==> config.mk <==
export PLATFORM = sky130hd
export DESIGN_NAME = sevenseg_frame_serializer_flat
export DESIGN_NICKNAME = d
export VERILOG_FILES = /design/src/rtl/sevenseg_frame_serializer_if.sv /design/src/rtl/sevenseg_frame_serializer.sv /design/src/flat_wrapper.sv
export SDC_FILE = /design/constraint.sdc
export NUM_CORES = 1
export LEC_CHECK = 0
export CORE_MARGIN = 2
export CORE_UTILIZATION = 35
export DETAILED_ROUTE_END_ITERATION = 6
export PLACE_DENSITY = 0.67
export SLEW_MARGIN = 20
export SYNTH_ARGS = -nofsm -noshare
export SYNTH_HDL_FRONTEND = slang
export SYNTH_SLANG_ARGS = --single-unit
==> constraint.sdc <==
create_clock -name clk -period 5.36 [get_ports clk]
set_input_delay 0.536 -clock clk [delete_from_list [all_inputs] [get_ports clk]]
set_output_delay 0.536 -clock clk [all_outputs]
set_load 0.05 [all_outputs]
==> src/rtl/sevenseg_frame_serializer_if.sv <==
// Parallel load handshake plus serial segment/select outputs of the frame serializer.
// The master side loads frames; the slave side (the serializer) drives the demux link.
interface sevenseg_frame_serializer_if;
   logic       load_valid;
   logic       load_ready;
   logic [7:0] seg_in;
   logic       out;
   logic [2:0] S;
   logic       frame_start;
   logic       busy;
   logic       done;

   modport master (
      output load_valid, seg_in,
      input  load_ready, out, S, frame_start, busy, done
   );

   modport slave (
      input  load_valid, seg_in,
      output load_ready, out, S, frame_start, busy, done
   );
endinterface

==> src/rtl/sevenseg_frame_serializer.sv <==
// Captures an 8-bit segment frame and replays it one bit per select slot (DIV cycles each)
// on the serial-bit + 3-bit-select link feeding the 1x8 segment demux.
module sevenseg_frame_serializer #(
   parameter int unsigned DIV        = 4,
   parameter bit          ACTIVE_LOW = 1'b0
) (
   input logic                        clk,
   input logic                        rst,
   sevenseg_frame_serializer_if.slave bus
);

   localparam int unsigned     CntW   = (DIV > 1) ? $clog2(DIV) : 1;
   localparam logic [CntW-1:0] CntMax = CntW'(DIV - 1);

   typedef enum logic {StIdle, StShift} state_e;

   state_e          state_q, state_d;
   logic [7:0]      frame_q, frame_d;
   logic [CntW-1:0] cnt_q, cnt_d;
   logic [2:0]      s_q, s_d;
   logic            out_q, out_d;
   logic            busy_q, busy_d;
   logic            start_q, start_d;
   logic            done_q, done_d;
   logic            ready_q, ready_d;

   logic [7:0]      captured;
   logic            transfer;
   logic            last_cycle;

   // Frame is stored in lit-high polarity so out never needs inverting.
   assign captured   = ACTIVE_LOW ? ~bus.seg_in : bus.seg_in;
   assign transfer   = bus.load_valid & ready_q;
   assign last_cycle = (state_q == StShift) && (cnt_q == CntMax) && (s_q == 3'd7);

   always_comb begin
      state_d = state_q;
      frame_d = frame_q;
      cnt_d   = cnt_q;
      s_d     = s_q;
      out_d   = 1'b0;
      busy_d  = 1'b0;
      start_d = 1'b0;
      done_d  = 1'b0;
      ready_d = 1'b0;

      unique case (state_q)
         StIdle: begin
            ready_d = 1'b1;
            s_d     = 3'd0;
            cnt_d   = '0;
            if (transfer) begin
               frame_d = captured;
               state_d = StShift;
               busy_d  = 1'b1;
               out_d   = captured[0];
               start_d = 1'b1;
               ready_d = 1'b0;
            end
         end

         StShift: begin
            busy_d = 1'b1;
            if (last_cycle) begin
               s_d   = 3'd0;
               cnt_d = '0;
               if (transfer) begin
                  frame_d = captured;
                  out_d   = captured[0];
                  start_d = 1'b1;
               end else begin
                  state_d = StIdle;
                  busy_d  = 1'b0;
                  ready_d = 1'b1;
               end
            end else begin
               if (cnt_q == CntMax) begin
                  s_d   = s_q + 3'd1;
                  cnt_d = '0;
               end else begin
                  cnt_d = cnt_q + 1'b1;
               end
               out_d   = frame_q[s_d];
               // Flag the upcoming last cycle so done/load_ready are registered in time.
               done_d  = (cnt_d == CntMax) && (s_d == 3'd7);
               ready_d = done_d;
            end
         end

         default: state_d = StIdle;
      endcase
   end

   always_ff @(posedge clk or posedge rst) begin
      if (rst) begin
         state_q <= StIdle;
         frame_q <= 8'h00;
         cnt_q   <= '0;
         s_q     <= 3'd0;
         out_q   <= 1'b0;
         busy_q  <= 1'b0;
         start_q <= 1'b0;
         done_q  <= 1'b0;
         ready_q <= 1'b0;
      end else begin
         state_q <= state_d;
         frame_q <= frame_d;
         cnt_q   <= cnt_d;
         s_q     <= s_d;
         out_q   <= out_d;
         busy_q  <= busy_d;
         start_q <= start_d;
         done_q  <= done_d;
         ready_q <= ready_d;
      end
   end

   assign bus.load_ready  = ready_q;
   assign bus.out         = out_q;
   assign bus.S           = s_q;
   assign bus.frame_start = start_q;
   assign bus.busy        = busy_q;
   assign bus.done        = done_q;

endmodule
==> src/flat_wrapper.sv <==
// flat-port wrapper written by rule: the top's interface ports become plain ports
module sevenseg_frame_serializer_flat 
#(
   parameter int unsigned DIV        = 4,
   parameter bit          ACTIVE_LOW = 1'b0
)
  (clk, rst, bus_load_valid, bus_seg_in, bus_load_ready, bus_out, bus_S, bus_frame_start, bus_busy, bus_done);
  sevenseg_frame_serializer_if bus_i ();
  input logic clk;
  input logic rst;
  input wire logic [$bits(bus_i.load_valid)-1:0] bus_load_valid;
  input wire logic [$bits(bus_i.seg_in)-1:0] bus_seg_in;
  output wire logic [$bits(bus_i.load_ready)-1:0] bus_load_ready;
  output wire logic [$bits(bus_i.out)-1:0] bus_out;
  output wire logic [$bits(bus_i.S)-1:0] bus_S;
  output wire logic [$bits(bus_i.frame_start)-1:0] bus_frame_start;
  output wire logic [$bits(bus_i.busy)-1:0] bus_busy;
  output wire logic [$bits(bus_i.done)-1:0] bus_done;
  assign bus_i.load_valid = bus_load_valid;
  assign bus_i.seg_in = bus_seg_in;
  assign bus_load_ready = bus_i.load_ready;
  assign bus_out = bus_i.out;
  assign bus_S = bus_i.S;
  assign bus_frame_start = bus_i.frame_start;
  assign bus_busy = bus_i.busy;
  assign bus_done = bus_i.done;
  sevenseg_frame_serializer #(.DIV(DIV), .ACTIVE_LOW(ACTIVE_LOW)) u_core (.clk(clk), .rst(rst), .bus(bus_i));
endmodule
== Word level (Yosys, flattened, before mapping) ==
Index checks and enable logic that the tools add are counted.

* Add/sub/neg operators: 2
* Order comparisons: 1
* Eq/ne operators: 5
* Mux-type cells: 28
* Bitwise logic cells: 2
* Reduce and logical (&&, ||, !) cells: 3

{| class="wikitable"
|+ Operators by type and width
! operator !! count
|-
| two-way mux 8 bit || 2
|-
| case mux 8 bit (2 select lines) || 1
|-
| two-way mux 3 bit || 4
|-
| two-way mux 1 bit || 10
|-
| two-way mux 2 bit || 4
|-
| case mux 1 bit (2 select lines) || 4
|-
| == test 3 bit, second input constant || 2
|-
| case mux 3 bit (2 select lines) || 1
|-
| == test 2 bit, second input constant || 2
|-
| < comparator 3 x 4 -> 1 bit, second input constant || 1
|-
| case mux 2 bit (2 select lines) || 1
|-
| adder 3 x 1 -> 3 bit, second input constant || 1
|-
| binary-select mux 1 bit (select 3 bit) || 1
|-
| logical AND 1 bit || 3
|-
| adder 2 x 1 -> 2 bit, second input constant || 1
|-
| inequality test 2 bit, second input constant || 1
|-
| AND 1 bit || 1
|-
| inverter 1 bit || 1
|}

* Bits in registers: 18
* Output and inout bits: 8
* Logic and storage cells: 49

== Logic depth before layout (Yosys ltp) ==
Gate-level depths: netlist of run 1.

* Depth in word-level cells: 9
* Depth in mapped cells: 7

== Worst setup path after synthesis of run 1 ==
OpenSTA, ideal clock, no wires.

* Kind: reg2reg
* Start point: register u_core.s_q[0], in the netlist u_core.bus.S[0]
* End point: register u_core.frame_q[1]
* Library setup time: 128 ps
* Data arrival time: 1,937 ps
* Path slack: 3,296 ps
* Stages on the path, launching flop included: 7
* Cell sequence: dfrtp_1 ha_1 ha_1 a21bo_2 nor2b_1 buf_2 mux2_1

* Word-level cells in the longest chain between the ends: 3

{| class="wikitable"
|+ Ends and longest elaborated chain
! element !! line !! source
|-
| start: declaration || sevenseg_frame_serializer.sv:20 || <nowiki>logic [2:0] s_q, s_d;</nowiki>
|-
| start signal: assignment || sevenseg_frame_serializer.sv:99 || <nowiki>s_q <= 3'd0;</nowiki>
|-
| start signal: assignment || sevenseg_frame_serializer.sv:109 || <nowiki>s_q <= s_d;</nowiki>
|-
| == test 3 bit || sevenseg_frame_serializer.sv:34 || <nowiki>assign last_cycle = (state_q == StShift) && (cnt_q == CntMax) && (s_q == 3'd7);</nowiki>
|-
| logical AND 1 bit || sevenseg_frame_serializer.sv:34 ||
|-
| inequality test 2 bit (no source line) || n/a ||
|-
| end signal: assignment || sevenseg_frame_serializer.sv:107 || <nowiki>frame_q <= frame_d;</nowiki>
|-
| end: declaration || sevenseg_frame_serializer.sv:18 || <nowiki>logic [7:0] frame_q, frame_d;</nowiki>
|}

No other way between the ends.
A chain may end at the register's enable or synchronous reset.

== Worst setup path in the final report of run 1 ==
* Start point: register u_core.s_q[0], in the netlist u_core.bus.S[0]
* End point: register u_core.frame_q[2]

Same word-level chain as after synthesis.

==> results.cfg, run 1 <==
[outcome]
status = finished clean

[layout]
synthToLayoutAreaGrowth_pct = 26.3
stdcell_count = 115
finalNetCount = 104
post-route-util_pct = 47.6
layout-drive-gt1-share_pct = 9.20
antennaDiodeCount = 0
fill_cells = 219
layout_common_cells = clkdlybuf4s50_1, dfrtp_1, mux2_1

[yosys]
avgSynthCellArea_um2 = 12.4
synth_compound_area_share_pct = 7.74
synth_area_um2 = 841
synthXorXnorAreaFrac_pct = 1.93
syn-num-nets = 83
synthAdderAreaFrac_pct = 5.95
yosys_warnings = 0
synth_top_family_by_area = multiplexers
seq_area_frac_synth_pct = 53.6
synthesis.instances = 68
synth-seq-cells = 18
synthMuxAreaShare_pct = 15.6
synth.distinct_cells = 23
yosys.area_share.simple_pct = 11.0

[cts]
cts_root_buffer = clkbuf_4
clockBufferDepth = 2
cts-htree-levels = 1
post_cts_buffers = 0
clk_latency_ps = 280
cts_tree = yes
ctsResizeCount = 0
clkSlewWorstSetupHoldPaths_ps = 100
ctsHoldBuffers = 0
cts_sinks = 18
numCtsBuffers = 3

[global_routing]
grt_start_max_net_pins = 19
grt_overflow = 0
grt_pass1_wl_um = 2530
grtUsageTotal_pct = 12.6
grt_pass1_vias = 592
grt_antenna_before_repair = 0

[power_and_ir_drop]
p_total_uw = 523
power_density_nw_per_um2 = 492
leakagePower_nw = 0.478
ir_worst_vdd_uv = 235

[timing]
slew_violations = 0
fin_crit_sh_pct = 40.7
max_freq_mhz = 458
rsz0062_at_grt = false
finalSetupViolCount = 0
setup_tns_ps = 0
fin_skew_ps = 2.83
hold_viol_final = 0
max_slew_margin_pct = 51.0
fin_crit_ps = 2180
worst_slack_ps = 3180
worst_pin_slew_ps = 733

[die]
fp.dieW_um = 53.0
die_area_um2 = 2810
rows = 17
core_region_area_um2 = 2230
fp.dieH_um = 53.0
initial_utilization_pct = 37.6
ioPinCount = 19

[routing]
via_count = 558
firstDrtPassIters = 4
wire_per_inst_um = 13.2
vias_per_cell = 4.85
drt-initial-drc-count = 7
final_antenna_net_count = 0
drc = 0
wirelength_um = 1520

[setup_path]
worst_setup_path_start_kind = register
end_kind = register
arrival_ps = 2350
crit_fanout = 10
rr_worst_depth = 5
worst-endpoint-required_ps = 5530
worstSetupPathType = register to register

[place]
finalWeightedCongestion = 0.697
placed_cells_incl_taps = 112
pre_cts_slack_ps = 3170
port_buffers = 18
dpl.hpwl_um = 1160

[run]
cap_violations = 0

[hold_path]
holdPathStages = 1
min_path_type = register to register
cell type report:
cell class                      instances  area [µm²]  share of cell area (%)
Clock buffer                            3        22.5                    2.12
Inverter                                5        18.8                    1.77
Multi-Input combinational cell         43         355                    33.5
Sequential cell                        18         450                    42.4
Tap cell                               28        35.0                    3.30
Timing Repair Buffer                   18         180                    17.0
power breakdown:
| part | internal (mW) | switching (mW) | total (mW) |
|---|---|---|---|
| clock | 0.0261 | 0.0395 | 0.0656 |
| combinational | 0.117 | 0.144 | 0.261 |
| sequential | 0.170 | 0.0263 | 0.196 |
| total | 0.313 | 0.210 | 0.523 |
Yosys cell counts (all sizes together):
library cell	instances	area, µm²
dfrtp	18	450
inv	5	18.8
mux2	9	109
or3	1	6.26
o22ai	2	12.5
a222oi	1	10.0
o211ai	1	7.51
nand3	2	10.0
nand2b	2	12.5
o21ai	5	25.0
nor2	2	7.51
mux4	1	22.5
ha	4	50.1
a21bo	1	10.0
nand2	6	22.5
or3b	1	8.76
buf	2	16.3
nor2b	3	18.8
and2	1	6.26
xor2	1	16.3
path summary, 6_finish.rpt:
check	start	slack (ps)	endpoint
worst max-delay path	u_core.bus.S[0]	3180	u_core.frame_q[2]
worst min-delay path	u_core.cnt_q[0]	470	u_core.cnt_q[0]
worst max register to register	u_core.bus.S[0]	3180	u_core.frame_q[2]
worst min register to register	u_core.cnt_q[0]	470	u_core.cnt_q[0]
max in group asynchronous	rst	4290	u_core.frame_q[0]
min in group asynchronous	rst	640	u_core.cnt_q[0]
state kept, by name, summed over array words and instances (netlist names):
| signal | count |
|---|---|
| u_core.bus.S | 3 |
| u_core.bus.done | 1 |
| u_core.bus.frame_start | 1 |
| u_core.bus.load_ready | 1 |
| u_core.bus.out | 1 |
| u_core.cnt_q | 2 |
| u_core.frame_q | 8 |
| u_core.state_q | 1 |
cells by family after synthesis:
logic type,after synthesis
muxes,10
adders and majority gates,4
buffers and inverters,7
AOI/OAI and AO/OA,10
and+or+nand+nor,18
DFF,18
xor gates and xnor gates,1
worst max-delay path: stages (launching register included):
cell     delay (ps)
dfrtp_1         480
ha_1            200
ha_1            210
a21bo_2         180
nor2b_1         600
mux2_1          390
metal layers:
metal | vias up | global-route usage, % | routed length (µm)
met3 | 2 | 2.54 | 79
li1 | 274 | - | -
met2 | 12 | 20.4 | 771
met1 | 270 | 15.9 | 657
met5 | - | 0 | 0
met4 | 0 | 6.41 | 10
stage by stage:
| stage | cell area [µm²] | hold WS (ps) |
|---|---|---|
| CTS | 1060 | 476 |
| finish | 1060 | 470 |
| global route | 1060 | 500 |
| detailed placement | 1040 | 461 |
| global placement | 1040 | 450 |
| floorplan | 841 | 431 |
No activity file was read; power rests on OpenSTA's default activity.
==> run 2: changes to the inputs <==
==> constraint.sdc (replaced) <==
create_clock -name clk -period 2.16 [get_ports clk]
set_input_delay 0.216 -clock clk [delete_from_list [all_inputs] [get_ports clk]]
set_output_delay 0.216 -clock clk [all_outputs]
set_load 0.05 [all_outputs]
==> results.cfg, run 2 (synthesis results as in run 1) <==
[routing]
firstDrtPassIters = 5
via_count = 559
wire_per_inst_um = 12.9
drt-initial-drc-count = 6
vias_per_cell = 4.74
wirelength_um = 1520
drc = 0
final_antenna_net_count = 0

[timing]
setup_tns_ps = 0
max_slew_margin_pct = 54.4
fin_crit_sh_pct = 88.5
hold_viol_final = 0
slew_violations = 0
worst_slack_ps = 248
finalSetupViolCount = 0
rsz0062_at_grt = false
max_freq_mhz = 523
fin_crit_ps = 1910
fin_skew_ps = 6.29
worst_pin_slew_ps = 683

[die]
die_area_um2 = 2810
initial_utilization_pct = 37.6
core_region_area_um2 = 2230
ioPinCount = 19
fp.dieW_um = 53.0
fp.dieH_um = 53.0
rows = 17

[hold_path]
min_path_type = input port to async pin

[layout]
layout_common_cells = clkdlybuf4s50_1, dfrtp_1, mux2_1
multi_input_area_um2 = 358
regArea_um2 = 450
finalNetCount = 106
registers.top_by_ff_count = u_core.frame_q
synthToLayoutAreaGrowth_pct = 30.1
largest_register_ffs = 8
post-route-util_pct = 49.0
fill_cells = 213
antennaDiodeCount = 0
layout-drive-gt1-share_pct = 13.3

[power_and_ir_drop]
p_total_mw = 1.35
ir_worst_vdd_uv = 670
seq_power_share_pct = 35.0
p_sw_share_pct = 38.5
leakagePower_nw = 0.495
pwr-share-comb_pct = 49.6
power_density_nw_per_um2 = 1240
internal_power_uw = 832
clkPwrFrac_pct = 15.4
power.switching_uw = 521

[setup_path]
worst-endpoint-required_ps = 2340
worstSetupPathType = register to register
crit_fanout = 10
worst_setup_path_start_kind = register
end_kind = register
arrival_ps = 2090
rr_worst_depth = 5

[cts]
numCtsBuffers = 3
clockBufferDepth = 2
cts_root_buffer = clkbuf_4
ctsResizeCount = 1
cts_sinks = 18
ctsHoldBuffers = 0
post_cts_buffers = 0
clkSlewWorstSetupHoldPaths_ps = 110
clk_latency_ps = 290
cts-htree-levels = 1
cts_tree = yes

[run]
cap_violations = 0

[global_routing]
grt_pass1_wl_um = 2480
grt_overflow = 0
grt_pass1_vias = 580
grt_start_max_net_pins = 19
grt_antenna_before_repair = 0
grtUsageTotal_pct = 12.3

[outcome]
status = finished clean

[place]
dpl.hpwl_um = 1090
port_buffers = 18
finalWeightedCongestion = 0.751
pre_cts_slack_ps = -27.7
[run 2: power by group through the flow]
stage / clock network, mW / logic, mW / registers (mW)
after floorplan: 0 / 0.358 / 0.615
after global placement: 0 / 0.670 / 0.479
after detailed placement: 0 / 0.675 / 0.482
after CTS: 0.214 / 0.684 / 0.475
after global routing: 0.226 / 0.729 / 0.486
final: 0.209 / 0.671 / 0.474
[run 2: path summary, 6_finish.rpt]
path	from	end	slack [ps]
worst min-delay path	rst	u_core.bus.S[0]	310
max in group asynchronous	rst	u_core.bus.out	1410
worst max-delay path	u_core.bus.S[1]	u_core.frame_q[7]	250
min in group clk	u_core.cnt_q[0]	u_core.cnt_q[0]	470
worst min register to register	u_core.cnt_q[0]	u_core.cnt_q[0]	470
worst max register to register	u_core.bus.S[1]	u_core.frame_q[7]	250
[run 2: critical path: stages, from the launching register on]
cell     delay, ps
dfrtp_1        420
ha_1           190
ha_1           210
a21bo_2        180
nor2b_2        430
mux2_1         370
[run 2: cell type report]
type,instances,area share (%)
multi-input cells,43,32.7
inverters,5,1.72
flip-flops and latches,18,41.2
well taps,28,3.20
clock buffers,4,3.32
repair buffers,20,17.8
[run 2: layer usage]
| layer | vias to the layer above | GRT usage (%) | routed length, µm |
|---|---|---|---|
| met5 | - | 0 | 0 |
| met4 | 0 | 3.85 | 12 |
| met3 | 2 | 2.54 | 81 |
| met2 | 12 | 21.7 | 716 |
| met1 | 267 | 15.0 | 713 |
| li1 | 278 | - | - |
[run 2: through the flow]
step / cells / area (µm²) / hold slack, ps
final: 118 / 1090 / 311
after global routing: 118 / 1090 / 373
after CTS: 118 / 1090 / 338
after detailed placement: 114 / 1050 / 452
after global placement: 114 / 1050 / 449
after floorplan: 68 / 841 / 155
